==> config.mk <==
export PLATFORM = sky130hd
export DESIGN_NAME = buffer_sched
export DESIGN_NICKNAME = d
export VERILOG_FILES = /design/src/rtl/buffer_sched.sv
export SDC_FILE = /design/constraint.sdc
export NUM_CORES = 1
export LEC_CHECK = 0
export BUFFER_PORTS_ARGS = -buffer_cell sky130_fd_sc_hd__buf_2
export CORE_UTILIZATION = 53
export CTS_BUF_LIST = sky130_fd_sc_hd__clkbuf_4 sky130_fd_sc_hd__clkbuf_8
export DETAILED_ROUTE_END_ITERATION = 6
export GPL_TIMING_DRIVEN = 1
export PLACE_DENSITY_LB_ADDON = 0.08
export SLEW_MARGIN = 20
export SYNTH_ARGS = -nofsm -noshare
export SYNTH_HDL_FRONTEND = slang
export SYNTH_SLANG_ARGS = --single-unit
==> constraint.sdc <==
create_clock -name clk -period 1.9 [get_ports clk]
set_clock_uncertainty 0.1 [all_clocks]
set_input_delay 0.19 -clock clk [delete_from_list [all_inputs] [get_ports clk]]
set_output_delay 0.19 -clock clk [all_outputs]
set_load 0.005 [all_outputs]
==> src/rtl/buffer_sched.sv <==
// Frame sequencer for the HOG cell delay buffer: drives shift/clear strobes,
// tracks raster position and hands completed WIN x WIN cells downstream.
module buffer_sched #(
  parameter int IMG_W = 160,
  parameter int IMG_H = 120,
  parameter int WIN   = 8,
  parameter int CNT_W = 8
) (
  input  logic             clk,
  input  logic             rst,
  input  logic             start,
  input  logic             abort,
  input  logic             i_valid,
  output logic             i_ready,
  output logic             buf_shift,
  output logic             buf_clear,
  output logic             o_win_valid,
  input  logic             win_ready,
  output logic [CNT_W-1:0] o_cell_x,
  output logic [CNT_W-1:0] o_cell_y,
  output logic             busy,
  output logic             frame_done
);

  localparam int SH = $clog2(WIN);

  typedef enum logic [1:0] {
    S_IDLE  = 2'd0,
    S_CLEAR = 2'd1,
    S_RUN   = 2'd2,
    S_DONE  = 2'd3
  } state_t;

  state_t           state_r, state_s;
  logic [CNT_W-1:0] col_r, col_s, row_r, row_s;
  logic [CNT_W-1:0] cell_x_r, cell_x_s, cell_y_r, cell_y_s;
  logic             win_valid_r, win_valid_s;
  logic             last_r, last_s;
  logic             accept_s, hs_s, col_end_s, row_end_s, cell_done_s;

  assign o_win_valid = win_valid_r;
  assign o_cell_x    = cell_x_r;
  assign o_cell_y    = cell_y_r;

  // Next-state, counter and strobe logic; abort overrides everything last.
  always_comb begin
    state_s     = state_r;
    col_s       = col_r;
    row_s       = row_r;
    cell_x_s    = cell_x_r;
    cell_y_s    = cell_y_r;
    win_valid_s = win_valid_r;
    last_s      = last_r;
    i_ready     = 1'b0;
    buf_shift   = 1'b0;
    buf_clear   = 1'b0;
    frame_done  = 1'b0;
    accept_s    = 1'b0;
    busy        = (state_r != S_IDLE);
    hs_s        = win_valid_r && win_ready;
    col_end_s   = (col_r == CNT_W'(IMG_W - 1));
    row_end_s   = (row_r == CNT_W'(IMG_H - 1));
    cell_done_s = ((col_r & CNT_W'(WIN - 1)) == CNT_W'(WIN - 1)) &&
                  ((row_r & CNT_W'(WIN - 1)) == CNT_W'(WIN - 1));

    case (state_r)
      S_IDLE: begin
        if (start) begin
          state_s = S_CLEAR;
        end else begin
          state_s = S_IDLE;
        end
      end
      S_CLEAR: begin
        buf_clear = 1'b1;
        col_s     = '0;
        row_s     = '0;
        last_s    = 1'b0;
        state_s   = S_RUN;
      end
      S_RUN: begin
        // A stalled cell blocks pixels; the handshake cycle itself may accept one.
        i_ready   = !last_r && !(win_valid_r && !win_ready);
        accept_s  = i_valid && i_ready;
        buf_shift = accept_s;
        if (hs_s) begin
          win_valid_s = 1'b0;
        end else begin
          win_valid_s = win_valid_r;
        end
        if (accept_s) begin
          if (col_end_s) begin
            col_s = '0;
            if (row_end_s) begin
              row_s  = '0;
              last_s = 1'b1;
            end else begin
              row_s = row_r + CNT_W'(1);
            end
          end else begin
            col_s = col_r + CNT_W'(1);
          end
          if (cell_done_s) begin
            win_valid_s = 1'b1;
            cell_x_s    = CNT_W'(col_r >> SH);
            cell_y_s    = CNT_W'(row_r >> SH);
          end else begin
            cell_x_s = cell_x_r;
          end
        end else begin
          col_s = col_r;
        end
        if (last_r && (!win_valid_r || win_ready)) begin
          state_s = S_DONE;
        end else begin
          state_s = S_RUN;
        end
      end
      S_DONE: begin
        frame_done = 1'b1;
        state_s    = S_IDLE;
      end
      default: begin
        state_s = S_IDLE;
      end
    endcase

    if (abort && (state_r != S_IDLE)) begin
      state_s     = S_IDLE;
      col_s       = '0;
      row_s       = '0;
      cell_x_s    = '0;
      cell_y_s    = '0;
      win_valid_s = 1'b0;
      last_s      = 1'b0;
      buf_clear   = 1'b1;
    end else begin
      last_s = last_s;
    end
  end

  // State and datapath registers.
  always_ff @(posedge clk or negedge rst) begin
    if (!rst) begin
      state_r     <= S_IDLE;
      col_r       <= '0;
      row_r       <= '0;
      cell_x_r    <= '0;
      cell_y_r    <= '0;
      win_valid_r <= 1'b0;
      last_r      <= 1'b0;
    end else begin
      state_r     <= state_s;
      col_r       <= col_s;
      row_r       <= row_s;
      cell_x_r    <= cell_x_s;
      cell_y_r    <= cell_y_s;
      win_valid_r <= win_valid_s;
      last_r      <= last_s;
    end
  end

endmodule

# Word-level counts from Yosys, hierarchy flattened
# Cells that the tools add are included.
# W data, S select, Z words.
dict set report op_classes {
  addsub 2
  multipliers 0
  n_div 0
  n_lt_le_gt_ge 0
  eq_ne 10
  n_shift 0
  muxes 36
  n_bitwise 0
  n_reduce_logical 22
}
# op count
set ops {}
lappend ops {{$mux W8} 15}
lappend ops {{$pmux W8 S2} 2}
lappend ops {{$add A8 B1 Y8 const B} 2}
lappend ops {{$mux W1} 16}
lappend ops {{$ne A3 B3 Y1 const B} 3}
lappend ops {{$eq A8 B7 Y1 const B} 1}
lappend ops {{$eq A8 B8 Y1 const B} 1}
lappend ops {{$pmux W2 S4} 1}
lappend ops {{$reduce_bool A2 Y1} 4}
lappend ops {{$logic_and A1 B1 Y1} 7}
lappend ops {{$eq A3 B3 Y1 const B} 2}
lappend ops {{$reduce_and A3 Y1} 2}
lappend ops {{$eq A2 B2 Y1 const B} 2}
lappend ops {{$logic_not A1 Y1} 4}
lappend ops {{$reduce_and A4 Y1} 1}
lappend ops {{$reduce_bool A3 Y1} 1}
lappend ops {{$eq A2 B1 Y1 const B} 1}
lappend ops {{$logic_not A2 Y1} 1}
lappend ops {{$mux W2} 1}
lappend ops {{$pmux W1 S2} 1}
lappend ops {{$reduce_and A2 Y1} 1}
lappend ops {{$logic_or A1 B1 Y1} 1}
dict set report word_totals {
  register_bits 36
  latch_bits 0
  ramBits 0
  romBits 0
  input_bits 6
  output_inout_bits 22
  wordCells 77
  n_memories 0
}

# Depth between registers and ports, before layout
dict set report logic_depth {
  depth_word 8
  depth_mapped 8
  depth_no_buf 6
}

# Worst setup path after synthesis
# OpenSTA, ideal clock, no wires.
dict set report synth_path {
  kind {register -> register}
  start {register state_r[0]}
  end {register row_r[1]}
  setup_time_ns 0.125
  arrival_ns 1.757
  required_ns 1.675
  setup_slack_ns -0.082
  path_stages_with_launch 8
  path_buffers 1
  period_less_slack_ns 1.982
  cell_sequence {dfrtp_1 inv_1 ha_1 nand2b_1 buf_6 o211a_2 nor3_4 mux2_2}
}
dict set report synth_between {
  elab_chain_cells 4
  elab_cells_between_ends 10
  cone_classes {eq/ne (4); mux (2); reduce/logical (4)}
}
# item line
set synth_lines {}
lappend synth_lines {{from (decl)} 34} ;# state_t state_r, state_s;
lappend synth_lines {{from (signal assigned)} 153} ;# state_r <= state_s;
lappend synth_lines {{$reduce_bool A2 Y1} 128} ;# if (abort && (state_r != S_IDLE)) begin
lappend synth_lines {{$logic_and A1 B1 Y1} 128}
lappend synth_lines {{$ne A3 B3 Y1 (no source line) / $reduce_bool A3 Y1 (equally long branches)} n/a}
lappend synth_lines {{$reduce_and A3 Y1 (no source line)} n/a}
lappend synth_lines {{to (signal assigned)} 155} ;# row_r <= row_s;
lappend synth_lines {{to (decl)} 35} ;# logic [CNT_W-1:0] col_r, col_s, row_r, row_s;
# Parallel ways exist; a longest one is shown, timed or not.
# A chain may end at the register's enable or synchronous reset.

# Worst setup path in the final report
dict set report layout_path {
  start {register col_r[1]}
  end {register cell_y_r[1] (netlist: o_cell_y[1])}
}
dict set report layout_between {
  elab_chain_cells 4
}
# item line
set layout_lines {}
lappend layout_lines {{from (decl)} 35}
lappend layout_lines {{from (signal assigned)} 154} ;# col_r <= col_s;
lappend layout_lines {{$eq A3 B3 Y1} 63} ;# cell_done_s = ((col_r & CNT_W'(WIN - 1)) == CNT_W'(WIN - 1)) &&
lappend layout_lines {{$logic_and A1 B1 Y1} 63}
lappend layout_lines {{$reduce_bool A2 Y1 (no source line)} n/a}
lappend layout_lines {{$reduce_and A3 Y1 (no source line)} n/a}
lappend layout_lines {{to (signal assigned)} 157} ;# cell_y_r <= cell_y_s;
lappend layout_lines {{to (decl)} 36} ;# logic [CNT_W-1:0] cell_x_r, cell_x_s, cell_y_r, cell_y_s;
# Every way passes these cells.

==> results by group <==
Clock tree
  • Htree depth: 2
  • Reg clk slew, reported paths: 0.10 ns
  • CTS Buffer Depth: 2
  • Total CTS buffers: 5
  • CTS tree: yes
  • CTS Sinks: 30
  • Root Driver: clkbuf_4
  • Skew-Pair Late Insertion Delay: approximately 0.34 ns

Final layout
  • Layout filler cell count: 208
  • Area delta synth->final: 31.5%
  • Final Non-Filler Cells: around 260
  • # nets final: around 230
  • # diodes: 0
  • Layout cell share with drive strength beyond 1: between 40% and 50%
  • Design Area, Final: 2360 um2

Yosys
  • EDFF count, synth: 0
  • Top-count cell post-synth: dfrtp_1
  • Synth top area share: between 40% and 50%
  • Seq/Total Area, Yosys: between 40% and 50%
  • Netlist cell types: 47
  • Mapped Area: 1800 um2
  • Mux contribution to synthesized area: 3.07%
  • Simple-gate share of the synthesized area: 20.8%
  • Ys Warns: 0
  • Main synth FF type: dfrtp_1
  • Ys async rst share: 100%
  • Post-Synthesis Cells: 162
  • Top cells by area, synth: dfrtp_1 (42%), a22o_1 (8.8%), ha_1 (5.6%)
  • Synth cell count leaders: dfrtp_1 (30), a22o_1 (18), ha_1 (8), inv_1 (8), nor2b_1 (7)
  • Adder-Cell Fraction of Synth Area: 5.57%
  • Synthesized flop and latch total: 30
  • Largest family of logic cells by synthesized area: compound AO/OA/AOI/OAI gates
  • Compound-cell area share of the yosys netlist: between 20% and 30%
  • Post-synthesis xor/xnor area fraction: 0%
  • Post-synth top area cell: dfrtp_1
  • Syn avg cell area: about 11 um2

Placement
  • GPL Wtd Cong: about 0.80
  • Placed cell count: 241
  • PortBufs: 21
  • Place WS: -0.0722 ns
  • Placed cell areas: 2100 um2
  • DP Wirelength: between 3000 and 4000 um

Critical path
  • CP arrival: approximately 2.1 ns
  • Most used cell, CP: ha_4
  • WP data required: 2.07 ns
  • CP startpoint kind: flop
  • CP max stage cell: dfrtp_1
  • Worst-path fanout max: 6
  • CP peak stage delay: approximately 0.42 ns
  • Worst Setup Path Type: flop to flop
  • Setup crit end kind: flop
  • Crit-path cells: ha_4 > ha_4 > nand3_4 > or3_4 > nor3_4 > buf_6 > a22o_1

STA
  • Tcrit/Tclk final: 99.0%
  • Endpoints failing setup: 0
  • Achievable Freq: between 500 and 600 MHz
  • Unrepaired setup endpoints after global routing: true
  • Slew Viols, Final: 0
  • Worst Hold Margin: about 0.22 ns
  • Worst-Margin Slew: approximately 0.67 ns
  • Hold Vio Cnt, Final: 0
  • Rel. slew slack: between 50 and 60%
  • Fin worst setup slack: ~0.018 ns
  • Post-layout minimum cycle time: about 1.9 ns

Drt
  • Via/cell ratio: 6.03
  • Detailed Routing Iterations Pass 1: 4
  • Post-DRT Antenna Nets: 0
  • DR DRC count: 0
  • DR iter-0 viols: 104
  • WL final: around 4600 um
  • Vias after detailed routing: 1544
  • Post-DR wirelength/cell: approximately 18 um

GRT
  • First-pass GRT wire length: around 6800 um
  • Antenna violations before repair: 0
  • Total global routing overflow: 0
  • Tot GR Track Use: a little over a quarter
  • Largest net degree at the start of global routing: 31
  • Vias in the first global route: about 1400

Floorplanning
  • Initial Util: a little under three fifths
  • I/O Pins: 28
  • Chip Height: about 60 um
  • Die area: approximately 3600 um2
  • Die Wd: around 60 um
  • Row count: 20
  • Core Region: 3130 um2

Pwr
  • Comb pwr share: a little under three fifths
  • Clock power share: between 10% and 20%
  • Leakage: 0.00111 uW
  • Seq pwr share: 29.8%
  • Maximum VDD drop: around 0.0009 V
  • Sw Ratio: between 40% and 50%
  • P_sw: between 1000 and 1500 uW
  • PwrDens: roughly 1100 nW/um2
  • Overall power: 2630 uW
  • Internal power: roughly 1500 uW

Job
  • Max-cap viol count: 0

Min path
  • Tightest Hold Check Type: input pin to flop

Run status
  • Status: finished clean
final cells by class:
type	count	area [um2]	area share (%)
Clock inverter	2	10.0	0.424
Clock buffer	5	37.5	1.59
Tap cell	44	55.1	2.33
Timing Repair Buffer	48	349	14.8
Multi-Input combinational cell	119	1130	47.7
Inverter	8	30.0	1.27
Sequential cell	30	752	31.8
final timing paths:
| kind | endpoint | cells past startpoint | slack [ns] | startpoint |
|---|---|---|---|---|
| setup / recovery | o_cell_y[1] | 7 | 0.02 | col_r[1] |
| hold / removal | o_win_valid | 4 | 0.22 | win_ready |
| setup reg to reg | o_cell_y[1] | 7 | 0.02 | col_r[1] |
| hold reg to reg | o_cell_y[2] | 1 | 0.41 | o_cell_y[2] |
| max in group asynchronous | state_r[0] | 2 | 0.92 | rst |
| min in group asynchronous | col_r[3] | 2 | 0.31 | rst |
state kept, by name, summed over array words and instances (netlist names):
name / count
state_r: 2
o_win_valid: 1
col_r: 8
o_cell_y: 5
row_r: 8
o_cell_x: 5
last_r: 1
cell usage in the layout (no fill, tap or decap), types with 3 or more instances in the layout:
| master | netlist | layout |
|---|---|---|
| nor2b_1 | 7 | 6 |
| o2bb2ai_1 | 3 | 3 |
| and4_1 | 3 | 3 |
| nand3_1 | 5 | 4 |
| nor2_1 | 6 | 6 |
| a22o_1 | 18 | 18 |
| nand2_1 | 5 | 5 |
| o211ai_1 | 3 | 3 |
| and2_1 | 5 | 5 |
| and3_1 | 6 | 6 |
| buf_2 | 4 | 21 |
| clkbuf_4 | 0 | 5 |
| dfrtp_1 | 30 | 29 |
| ha_1 | 8 | 3 |
| o2111ai_1 | 5 | 4 |
| inv_1 | 8 | 6 |
| buf_4 | 6 | 20 |
| o21ai_0 | 3 | 3 |
| conb_1 | 1 | 6 |
| buf_6 | 1 | 3 |
| ha_4 | 0 | 5 |
per-stage QoR:
stage | util [%] | TNS, ns
after floorplan | - | 0
after global placement | 67.0 | -0.0640
after detailed placement | 67.0 | -0.269
after CTS | 69.6 | -0.00922
after global routing | 75.5 | -0.695
final | 75.5 | 0
worst max-delay path, delay by kind of cell (launching register included):
family	cells	cell delay, ns
adder cells (fa/ha/maj)	2	0.32
AO/OA/AOI/OAI	1	0.12
AND/OR/NAND/NOR	3	0.70
buffers and inverters	1	0.16
flip-flops	1	0.42
cells by family (layout without fill, tap and decap cells):
group	count (synthesis)	in the layout
other	1	6
AOI/OAI and AO/OA	45	46
buffers and inverters	19	63
muxes	5	5
DFF	30	30
and+or+nand+nor	54	54
adders and majority gates	8	8
routing by layer:
metal  GRT usage (%)  routed length [um]  vias up
met2            43.5                2270       69
met1            33.5                1960      751
li1                -                   -      711
met3            5.19                 286       13
met4            8.31                  80        0
met5               0                   0        -
power groups by stage:
stage,combinational [uW],clock [uW],sequential (uW)
5_1_grt,1630,383,793
4_1_cts,1330,360,760
3_3_place_gp,1230,0,767
3_5_place_dp,1280,0,774
2_1_floorplan,835,0,785
6_report,1490,356,783
what timing repair did:
item                       CTS  global route
setup buffers                0             4
resized for setup            3            26
pin swaps                    2             9
hold endpoints to repair    31             0
hold buffers                 2             0
cloned                       0             2
setup endpoints to repair   22            24
Note: power is estimated with default switching activity, not from simulation.
